## src/rtl/prover_h_chi_seq_pkg.sv

```systemverilog
// prover_h_chi_seq_pkg: field constants, FSM state encoding and sizing helper
// shared by the h_chi round sequencer and its one-minus helper.
`default_nettype none

package prover_h_chi_seq_pkg;

    localparam int F_NBITS = 64;
    // Goldilocks prime q = 2^64 - 2^32 + 1
    localparam logic [F_NBITS-1:0] F_Q       = 64'hFFFF_FFFF_0000_0001;
    // (2 - 2^F_NBITS) mod q, so that ~x + F_Q_P2_MI == 1 - x (mod q)
    localparam logic [F_NBITS-1:0] F_Q_P2_MI = 64'hFFFF_FFFE_0000_0004;
    localparam logic [F_NBITS-1:0] F_ONE     = {{(F_NBITS-1){1'b0}}, 1'b1};

    typedef enum logic [2:0] {
        S_IDLE      = 3'd0,
        S_PREP      = 3'd1,
        S_ISSUE     = 3'd2,
        S_WAIT_BUSY = 3'd3,
        S_WAIT_IDLE = 3'd4,
        S_DONE      = 3'd5
    } state_t;

    function automatic int round_w(input int npoints);
        return $clog2(npoints + 2);
    endfunction

endpackage

`default_nettype wire

```

## src/rtl/prover_tau_one_minus.sv

```systemverilog
// prover_tau_one_minus: two-stage field add computing ~in + F_Q_P2_MI (= 1 - in mod q).
// o_ready pulses for one cycle when o_out holds the fully reduced result.
`default_nettype none

module prover_tau_one_minus
    import prover_h_chi_seq_pkg::*;
(
    input  logic               clk,
    input  logic               rstb,
    input  logic               i_en,
    input  logic [F_NBITS-1:0] i_in,
    output logic               o_ready,
    output logic [F_NBITS-1:0] o_out
);

    logic [F_NBITS:0]   r_sum;
    logic               r_v1;
    logic [F_NBITS:0]   w_s1;
    logic [F_NBITS-1:0] w_s2;

    // Sum of two N-bit values is below 3q, so two conditional subtractions fully reduce it
    assign w_s1 = (r_sum >= {1'b0, F_Q}) ? (r_sum - {1'b0, F_Q}) : r_sum;
    assign w_s2 = (w_s1 >= {1'b0, F_Q}) ? (w_s1[F_NBITS-1:0] - F_Q) : w_s1[F_NBITS-1:0];

    always_ff @(posedge clk or negedge rstb) begin
        if (!rstb) begin
            r_sum   <= '0;
            r_v1    <= 1'b0;
            o_ready <= 1'b0;
            o_out   <= '0;
        end else begin
            r_v1    <= i_en;
            o_ready <= r_v1;
            if (i_en) begin
                r_sum <= {1'b0, ~i_in} + {1'b0, F_Q_P2_MI};
            end
            if (r_v1) begin
                o_out <= w_s2;
            end
        end
    end

endmodule

`default_nettype wire

```

## src/rtl/prover_compute_h_chi_seq.sv

```systemverilog
// prover_compute_h_chi_seq: issues NPOINTS tau rounds plus one accumulate round to the
// h_chi chain; define PROVER_H_CHI_SEQ_TIMEOUT_EN to add the NTIMEOUT watchdog and err flag.
`default_nettype none

module prover_compute_h_chi_seq
    import prover_h_chi_seq_pkg::*;
#(
    parameter int NPOINTS  = 5,
    parameter int NTIMEOUT = 1024
) (
    input  logic                       clk,
    input  logic                       rstb,
    input  logic                       i_start,
    input  logic [NPOINTS*F_NBITS-1:0] i_tau_in,
    input  logic                       i_all_ready,
    output logic                       o_chi_en,
    output logic                       o_chi_restart,
    output logic [F_NBITS-1:0]         o_tau,
    output logic [F_NBITS-1:0]         o_m_tau_p1,
    output logic                       o_busy,
    output logic                       o_done_pulse,
    output logic                       o_err
);

    localparam int RW = round_w(NPOINTS);
    localparam logic [RW-1:0] LAST_ROUND = RW'(NPOINTS);
    localparam logic [RW-1:0] LAST_TAU   = RW'(NPOINTS - 1);

    state_t                     r_state;
    state_t                     w_next;
    logic [RW-1:0]              r_round;
    logic [NPOINTS*F_NBITS-1:0] r_tau_vec;
    logic [F_NBITS-1:0]         r_tau;
    logic [F_NBITS-1:0]         r_m;
    logic                       w_om_en;
    logic [F_NBITS-1:0]         w_om_in;
    logic                       w_om_ready;
    logic [F_NBITS-1:0]         w_om_out;
    logic                       w_timeout;
    logic                       w_waiting;

    prover_tau_one_minus u_one_minus (
        .clk     (clk),
        .rstb    (rstb),
        .i_en    (w_om_en),
        .i_in    (w_om_in),
        .o_ready (w_om_ready),
        .o_out   (w_om_out)
    );

    assign w_waiting = (r_state == S_WAIT_BUSY) || (r_state == S_WAIT_IDLE);

    // one_minus is launched on the transition into PREP, so the head of r_tau_vec is the next tau
    always_comb begin
        w_next  = r_state;
        w_om_en = 1'b0;
        w_om_in = r_tau_vec[F_NBITS-1:0];
        case (r_state)
            S_IDLE: begin
                if (i_start) begin
                    w_next  = S_PREP;
                    w_om_en = 1'b1;
                    w_om_in = i_tau_in[F_NBITS-1:0];
                end
            end
            S_PREP: begin
                if ((r_round == LAST_ROUND) || w_om_ready) begin
                    w_next = S_ISSUE;
                end
            end
            S_ISSUE: w_next = S_WAIT_BUSY;
            S_WAIT_BUSY: begin
                if (w_timeout) begin
                    w_next = S_DONE;
                end else if (!i_all_ready) begin
                    w_next = S_WAIT_IDLE;
                end
            end
            S_WAIT_IDLE: begin
                if (w_timeout) begin
                    w_next = S_DONE;
                end else if (i_all_ready) begin
                    if (r_round < LAST_ROUND) begin
                        w_next  = S_PREP;
                        w_om_en = (r_round < LAST_TAU);
                    end else begin
                        w_next = S_DONE;
                    end
                end
            end
            S_DONE:  w_next = S_IDLE;
            default: w_next = S_IDLE;
        endcase
    end

    always_ff @(posedge clk or negedge rstb) begin
        if (!rstb) begin
            r_state   <= S_IDLE;
            r_round   <= '0;
            r_tau_vec <= '0;
            r_tau     <= '0;
            r_m       <= '0;
        end else begin
            r_state <= w_next;
            if ((r_state == S_IDLE) && i_start) begin
                r_tau_vec <= i_tau_in >> F_NBITS;
                r_round   <= '0;
            end else if (w_om_en) begin
                r_tau_vec <= r_tau_vec >> F_NBITS;
            end
            if (w_om_en) begin
                r_tau <= w_om_in;
            end
            if (r_state == S_PREP) begin
                if (r_round == LAST_ROUND) begin
                    r_tau <= '0;
                    r_m   <= F_ONE;
                end else if (w_om_ready) begin
                    r_m <= w_om_out;
                end
            end
            if ((r_state == S_WAIT_IDLE) && i_all_ready && !w_timeout) begin
                r_round <= r_round + RW'(1);
            end
        end
    end

`ifdef PROVER_H_CHI_SEQ_TIMEOUT_EN
    localparam int WW = $clog2(NTIMEOUT + 1);
    localparam logic [WW-1:0] WD_LIMIT = WW'(NTIMEOUT - 1);

    logic [WW-1:0] r_wd;
    logic          r_err;

    assign w_timeout = w_waiting && (r_wd == WD_LIMIT);
    assign o_err     = r_err;

    always_ff @(posedge clk or negedge rstb) begin
        if (!rstb) begin
            r_wd  <= '0;
            r_err <= 1'b0;
        end else begin
            if (w_waiting && (w_next == r_state)) begin
                r_wd <= r_wd + WW'(1);
            end else begin
                r_wd <= '0;
            end
            if (w_timeout) begin
                r_err <= 1'b1;
            end
        end
    end
`else
    logic w_unused_ntimeout;

    assign w_unused_ntimeout = w_waiting & (NTIMEOUT > 0);
    assign w_timeout         = 1'b0;
    assign o_err             = 1'b0;
`endif

    assign o_chi_en      = (r_state == S_ISSUE);
    assign o_chi_restart = (r_state == S_ISSUE) && (r_round == '0);
    assign o_tau         = r_tau;
    assign o_m_tau_p1    = r_m;
    assign o_busy        = (r_state == S_PREP) || (r_state == S_ISSUE) || w_waiting;
    assign o_done_pulse  = (r_state == S_DONE);

endmodule

`default_nettype wire
```

## config.mk

```make
export PLATFORM = sky130hd
export DESIGN_NAME = prover_compute_h_chi_seq
export DESIGN_NICKNAME = d
export VERILOG_FILES = /design/src/rtl/prover_h_chi_seq_pkg.sv /design/src/rtl/prover_tau_one_minus.sv /design/src/rtl/prover_compute_h_chi_seq.sv
export SDC_FILE = /design/constraint.sdc
export NUM_CORES = 1
export LEC_CHECK = 0
export CAP_MARGIN = 10
export CORE_MARGIN = 2
export CORE_UTILIZATION = 49
export CTS_BUF_LIST = sky130_fd_sc_hd__clkbuf_16
export DETAILED_ROUTE_END_ITERATION = 7
export HOLD_SLACK_MARGIN = 0.12
export PLACE_DENSITY = 0.81
export SYNTH_ARGS = -nofsm -noshare
export SYNTH_HDL_FRONTEND = slang
export SYNTH_HIERARCHICAL = 1
export SYNTH_SLANG_ARGS = --single-unit
export TNS_END_PERCENT = 30
```

## constraint.sdc

```tcl
create_clock -name clk -period 5.05 [get_ports clk]
set_input_delay 0.7575 -clock clk [delete_from_list [all_inputs] [get_ports clk]]
set_output_delay 0.7575 -clock clk [all_outputs]
set_load 0.03 [all_outputs]
```

======== After elaboration in Yosys (flattened, before gate mapping) ========
Cells that the tools add are included.
cells by class
  shifts and indexed selects .............. 0
  bitwise operators ....................... 1
  reduce and logical (&&, ||, !) cells .... 14
  multipliers ............................. 0
  equality and inequality tests ........... 10
  multiplexer cells ....................... 23
  add/subtract/negate cells ............... 4
  $lt $le $gt $ge ......................... 4
  divide/modulo/power cells ............... 0
operator list
  cell                    count
  $mux 320                2
  $mux 64                 8
  $ge 65x64->1 const B    2
  $add 64x64->65 const B  1
  $mux 65                 1
  $sub 65x64->65 const B  1
  $not 64->64             1
  $sub 64x64->64 const B  1
  $mux 3                  7
  $pmux 3 s5              1
  $eq 3x3->1 const B      3
  $ne 2x2->1 const B      4
  $eq 3x2->1 const B      2
  $logic_not 3->1         2
  $lt 3x3->1 const B      2
  $reduce_bool 2->1       3
  $logic_or 1x1->1        4
  $reduce_and 4->1        1
  $add 3x1->3 const B     1
  $eq 3x1->1 const B      1
  $logic_and 1x1->1       3
  $mux 1                  3
  $pmux 1 s2              1
  $reduce_and 2->1        1
word-level totals
  ROM bits ................................ 0
  memories kept ........................... 0
  flip-flop bits (word level) ............. 585
  latch bits .............................. 0
  output and inout port bits .............. 133
  input port bits ......................... 324
  bits in writable memories ............... 0

======== Depth between registers and ports, before layout ========
  depth after elaboration ................. 7
  gate-level depth with buffers ........... 21

======== Modules after synthesis ========
Netlist, hierarchy kept.
modules (own cells, without submodules)
  module                    instances  cells an instance  area each (sq um)
  prover_compute_h_chi_seq  1          1445               18610.3
  prover_tau_one_minus      1          1197               10042.1

======== Worst setup path after synthesis ========
No wires, ideal clock.
  path type ............................... in2reg
  start point ............................. in i_start
  end point ............................... reg u_one_minus.r_sum[63]
  arrival ................................. 4913 ps
  setup slack ............................. 12 ps
  buffers on the path ..................... 5
  cell stages on the path ................. 19
  setup time .............................. 125 ps
  required time ........................... 4925 ps
  path through ............................ nor4b_2 buf_2 buf_6 buf_4 mux2i_1 inv_1 or3_1 clkbuf_1 or4_1 nor3_1 nand2_1 nor2_1 nand3_1 nor4_1 or3_1 clkbuf_1 nor3_1 xnor2_1 mux2_2
between the ends
  longest elaborated chain between the ends .. 4
  elaborated cells between the ends (all ways) .. 6
ends and longest elaborated chain
  item                    RTL line                        RTL
  start: declaration      prover_compute_h_chi_seq.sv:13  input logic i_start,
  $mux 64                 prover_compute_h_chi_seq.sv:60  if (i_start) begin
  $mux 64                 prover_compute_h_chi_seq.sv:58  case (r_state)
  named net w_om_in[6]    prover_compute_h_chi_seq.sv:36  logic [F_NBITS-1:0] w_om_in;
  $not 64->64             prover_tau_one_minus.sv:35      r_sum <= {1'b0, ~i_in} + {1'b0, F_Q_P2_MI};
  $add 64x64->65          prover_tau_one_minus.sv:35
  end signal: assignment  prover_tau_one_minus.sv:35
  end: declaration        prover_tau_one_minus.sv:16      logic [F_NBITS:0] r_sum;
The timed path passes the listed nets, and every way through them passes these cells.
A chain may end at the register's enable or synchronous reset.

======== Final worst setup path ========
  start point ............................. reg u_one_minus.r_sum[28]
  end point ............................... reg u_one_minus.o_out[22]
between the ends
  longest elaborated chain between the ends .. 4
  elaborated cells between the ends (all ways) .. 6
ends and longest elaborated chain
  item                                                   RTL line                    RTL
  $sub 65x64->65 / $ge 65x64->1 (equally long branches)  prover_tau_one_minus.sv:22  assign w_s1 = (r_sum >= {1'b0, F_Q}) ? (r_sum - {1'b0, F_Q}) : r_sum;
  $mux 65 *                                              prover_tau_one_minus.sv:22
  $ge 65x64->1 / $sub 64x64->64 (equally long branches)  prover_tau_one_minus.sv:23  assign w_s2 = (w_s1 >= {1'b0, F_Q}) ? (w_s1[F_NBITS-1:0] - F_Q) : w_s1[F_NBITS-1:0];
  $mux 64 *                                              prover_tau_one_minus.sv:23
  end signal: assignment                                 prover_tau_one_minus.sv:38  o_out <= w_s2;
  end: declaration                                       prover_tau_one_minus.sv:13  output logic [F_NBITS-1:0] o_out
Mark *: on every way between the ends. The rest lies on a longest branch, timed or not.

==> flow_summary.yaml <==
run_status:
  status: "complete, no violations"
pwr:
  ir_worst_vdd_mv: 0.344
  p_leak_nw: 15.3
  power_frac_seq_pct: 33.9
  intPower_mw: 13.6
  clkPwrFrac_pct: 17.2
  switchingPower_mw: 9.06
  netSwitchingFraction_pct: 40.0
  p_per_area_mw_per_mm2: 622
  pwr-share-comb_pct: 49.0
sta:
  setup_violations: 0
  slew_viol_final: 0
  finalCriticalPeriod_ns: 4.71
  setup-tns-final_ns: 0
  rsz0062_at_grt: "false"
  worst_slew_pin_slew_ns: 0.866
  fin_hold_ws_ns: 0.130
  fin_skew_ns: 0.0382
  relSlewSlack_pct: 42.3
  min_period_over_period_pct: 93.2
  hold_viol_final: 0
  clock.fmax_mhz: 212
cts:
  cts-root-buf: "clkbuf_16"
  cts_resized: 0
  cts_setup_buffers: 0
  cts.clk_slew.worst_paths_ns: 0.06
  clock_latency_ns: 0.64
  clkSinkCount: 521
  cts_tree: "done"
  htreeDepth: 2
  clockBufferDepth: 3
  holdBufCountCts: 0
  cts_buffers: 56
yosys:
  synth_commonest_cells: "dfrtp_1, mux2_2, nand2_1"
  synth_area_per_cell_um2: 10.8
  syn_nets: 2974
  yosys_warnings: 6
  ys_async_sr_fraction_pct: 100
  ys_ff_latch: 521
  yosysMostFrequentCell: "dfrtp_1"
  synthTopCellsByArea: "dfrtp_1, mux2_2, mux2i_1"
  synth_area_leader_cell: "dfrtp_1"
  mappedNetlistArea_mm2: 0.0287
  synth_top_area_share_pct: 45.5
  synthDistinctLibCells: 93
  synthFlopType: "dfrtp_1"
  syn_inst: 2642
  synth_edf_count: 0
  ys_seq_area_share_pct: 45.5
final_layout:
  layout.nets: 3472
  multi_input_area_mm2: 0.0140
  drive_gt1_share_pct: 23.6
  seqCellArea_mm2: 0.0130
  syn2layout_area_growth_pct: 27.0
  fillers: 4486
floorplan:
  fp.coreArea_mm2: 0.0578
  start_util_pct: 49.6
  fp-row-count: 88
  dieHeight_um: 246
  dieWidth_um: 246
  ios: 457
  die_area_mm2: 0.0604
routing:
  met1_length_mm: 38.3
  wl_per_cell_um: 22.7
  wl_mm: 89.8
  ant_nets: 0
  highest_layer: "met5"
  vias: 22900
  wl_met2_mm: 42.1
  vias_per_cell: 5.80
  firstDrtPassIters: 6
  drc: 0
  drtIter0Drc: 1726
  met3_length_mm: 5.91
placed_design:
  dp_hpwl_mm: 67.7
  portBuffers: 455
  place.gp.congestion: 0.958
critical_path:
  startpoint_type: "register"
  r2r-end: "u_one_minus/o_out[22]"
  cp.required_ns: 5.55
  crit_chain: "or4_1, nor3_2, and4_4, a31o_4, nor2_1, buf_4, or3_1, xnor2_1, or3_1, nor4b_4, o31ai_4, buf_12, and3_1, a221o_1"
  r2r_start: "u_one_minus/r_sum[28]"
  cp-endpoint: "u_one_minus/o_out[22]"
  r2r_setup_slack_ns: 0.34
  critPathArrivalTime_ns: 5.20
  endpoint_kind: "register"
  critPathMaxStageDelay_ns: 0.63
  crit_path_max_fanout: 23
  cp_common_cell: "or3_1"
  crit_start: "u_one_minus/r_sum[28]"
  crit_slowest_cell: "or4_1"
  r2r_cells: 14
  crit_type: "register to register"
grt:
  grtUsageTotal_pct: 29.4
  grt_remaining_overflow: 0
  grt_pass1_vias: 23300
  grt_max_degree: 127
  grt_pass1_wl_mm: 139
  antenna_found_initial: 11
flow_run:
  cap_violations: 0
min_path:
  hp-class: "primary input to async pin"
==> logic make-up (layout without fill, tap and decap cells) <==
logic type                 count (synthesis)  in the layout  share of synthesized area [%]
muxes                                    567            567                           21.7
buffers and inverters                    347            890                           5.65
DFF                                      521            521                           45.5
xor gates and xnor gates                 110            110                           3.36
adders and majority gates                  8              8                          0.349
AOI/OAI and AO/OA                        427            427                           11.3
other                                      1              5                         0.0131
and+or+nand+nor                          661            661                           12.1
==> worst max-delay path: cells and delay by family, from the launching register on <==
family,cells,cell delay (ns)
XOR/XNOR,1,0.16
AO/OA/AOI/OAI,3,0.82
flip-flops,1,0.45
buffers and inverters,2,0.38
AND/OR/NAND/NOR,8,2.77
==> sequential cells by signal (all words and copies together), names as in the netlist <==
name and cells:
u_one_minus/o_ready 1, o_m_tau_p1 64, r_state 3, u_one_minus/o_out 64, r_tau_vec 256, u_one_minus/r_v1 1
r_round 3, u_one_minus/r_sum 65, o_tau 64
==> cell type report <==
| class | count | area share, % |
|---|---|---|
| flip-flops and latches | 521 | 35.8 |
| multi-input cells | 1774 | 38.6 |
| inverters | 158 | 1.65 |
| repair buffers | 629 | 16.5 |
| diodes | 4 | 0.0275 |
| clock inverters | 46 | 0.835 |
| well taps | 765 | 2.63 |
| clock buffers | 57 | 3.92 |
==> worst min-delay path by stage <==
stage | cells after the start | slack (ns) | start | to
2_1_floorplan | 0 | 0.37 | u_one_minus/r_v1 | u_one_minus/o_ready
3_3_place_gp | 1 | 0.47 | r_tau_vec[67] | r_tau_vec[67]
3_5_place_dp | 2 | 0.47 | u_one_minus/o_out[17] | u_one_minus/o_out[17]
4_1_cts | 1 | 0.16 | rstb | u_one_minus/r_sum[49]
5_1_grt | 1 | 0.18 | rstb | u_one_minus/r_sum[49]
6_report | 1 | 0.13 | rstb | u_one_minus/r_sum[55]
==> placed cells by master (no fill, tap or decap), types with 10 or more instances in the layout <==
cell and n:
and4_1 16, or3_1 16, dfrtp_1 521, nor2_1 121
o31ai_1 16, xnor2_1 74, a211oi_2 10, nand4_1 36
nor3_1 57, and3_1 35, or2_2 13, buf_4 162
nor4_1 35, inv_1 171, a21oi_1 37, buf_12 12
o21ai_0 55, and2_1 17, xor2_1 36, nand2_1 191
clkdlybuf4s50_1 454, mux2_2 436, clkinv_1 15, a22o_1 65
clkbuf_16 57, or4_1 11, nand3_1 49, mux2i_1 130
a31oi_1 24, nand2b_1 11, a211oi_1 132
==> through the flow <==
stage / area, um^2 / util [%] / std cells / setup slack [ns] / power [mW]
5_1_grt: 36400 / 63.0 / 3952 / 0.0962 / 23.9
6_report: 36400 / 63.0 / 3954 / 0.341 / 22.6
2_1_floorplan: 28700 / - / 2642 / 0.0124 / 14.7
4_1_cts: 36400 / 62.9 / 3950 / 0.357 / 22.7
3_5_place_dp: 34700 / 60.0 / 3847 / -0.136 / 18.6
3_3_place_gp: 34700 / 60.0 / 3847 / -0.137 / 18.3
==> power groups by stage <==
stage / logic [mW] / registers (mW) / clock network, mW
6_report: 11.1 / 7.66 / 3.88
5_1_grt: 11.9 / 7.88 / 4.13
4_1_cts: 11.1 / 7.64 / 3.96
3_5_place_dp: 11.0 / 7.69 / 0
3_3_place_gp: 10.7 / 7.58 / 0
2_1_floorplan: 6.52 / 8.17 / 0
==> per-layer routing <==
metal  vias to the layer above  track usage (%)
met1                     11500             39.3
met5                         -                0
met2                       737             47.2
met4                        16             10.9
li1                      10500                -
met3                       165             6.17
No activity file was read; power rests on OpenSTA's default activity.
==> edit (same flow settings) <==
Change the parameter `NPOINTS` from 5 to 6.
--- a/src/rtl/prover_compute_h_chi_seq.sv
+++ b/src/rtl/prover_compute_h_chi_seq.sv
@@ -7,3 +7,3 @@
 #(
-    parameter int NPOINTS  = 5,
+    parameter int NPOINTS  = 6,
     parameter int NTIMEOUT = 1024
Ports: changed (resized i_tau_in); port bits go from 457 to 521. No check against the original RTL was run, so the function may have changed too.
==> edit against the original RTL <==
  * Total power rose by 4.6%
  * Cell count grew 26%
  * Synthesized area increased by 11%
  * Routed wire length up 21%
  * Cell area up 11%
  * Setup slack got worse by 0.17 ns
  * Count of clock-buffer cells in the layout rose by 4
  * Combinational power decreased by 5%
  * Sequential cell count grew 64
  * Critical path type unchanged
  * Critical endpoint is now u_one_minus/o_out[26]
  * Largest cell class unchanged
  * Largest power group unchanged
==> edit: results (changes against the original RTL) <==
metric	value	unit	change
track_usage	0.318		+0.0235
drive_gt1_frac	0.0940		-0.142
wl_met3	8430	um	+43%
synth_compound_area_frac	0.152		+0.0395
p_leak	16.3	nW	+6.6%
seq_power	0.00863	W	+13%
regArea	0.0146	mm^2	+12%
max-slew-margin-rel	0.238		-0.185
p_comb	0.0106	W	-5%
ys_seq_area_frac	0.459		+0.00447
portBuffers	519		+14%
reg_top3	r_tau_vec (320), u_one_minus/r_sum (65)		
place_inst	4846		+26%
status	completed		
ys_types	92		-1.1%
gp_congestion	0.988		+3.1%
synth_fa_ha_area_frac	0.00314		-0.000352
synth_mux_area_frac	0.0599		-0.157
wl_met2	49500	um	+17%
power.share.switching	0.417		+0.0167
antenna_cells	24		+20
bufAreaShareNonClock	0.171		+0.00562
synth_commonest_cells	833 x nand2_1, 585 x dfrtp_1, 301 x nand3_1		
placed_cell_area	0.0382	mm^2	+10%
met3_usage	0.0588		-0.00288
clkCellAreaFrac	0.0487		+0.00112
drtIter0Drc	3472		+100%
clock_latency	0.66	ns	+0.02 ns
nNonClkBuffers	709		+13%
vias_per_cell	5.93		+2.2%
fillers	5347		+19%
gr-usage-met2	0.486		+0.0140
multi_input_area_share	0.374		-0.0119
slowest_delay	0.60	ns	-0.03 ns
nNetsFinal	4450		+28%
power.density	588	mW/mm^2	-5.4%
cpMaxStageDelayCell	a211oi_1		
comb.multi_input.count	2541		+43%
wl	108000	um	+21%
first_global_vias	28700		+23%
nonClockInverterCount	156		-1.3%
numCtsBuffers	61		+8.9%
synthXorXnorAreaFrac	0.0302		-0.00338
dp_worst_setup_slack	-0.0728	ns	+0.0633 ns
grt_pass1_wl	168000	um	+21%
wl_met1	44100	um	+15%
critical_path.max_fanout	16		-30%
## edit: cell types whose count changed in the layout (fill, tap and decap cells not counted), sizes merged, moves of 11 or more
cell / unedited run / this run
nand2: 192 / 833
mux2: 437 / 53
o211ai: 8 / 264
nand3: 50 / 302
a22o: 65 / 0
clkdlybuf4s50: 454 / 518
dfrtp: 521 / 585
o21ai: 59 / 122
diode: 4 / 24
buf: 175 / 191
clkinv: 23 / 34
## edit: final timing paths
| path | from | to | slack, ns |
|---|---|---|---|
| max in group asynchronous | rstb | r_tau_vec[269] | 3.66 |
| min in group clk | u_one_minus/o_out[27] | u_one_minus/o_out[27] | 0.48 |
| worst max register to register | u_one_minus/r_sum[18] | u_one_minus/o_out[26] | 0.17 |
| worst max-delay path | u_one_minus/r_sum[18] | u_one_minus/o_out[26] | 0.17 |
| worst min register to register | u_one_minus/o_out[27] | u_one_minus/o_out[27] | 0.48 |
| worst min-delay path | rstb | u_one_minus/o_out[27] | 0.15 |
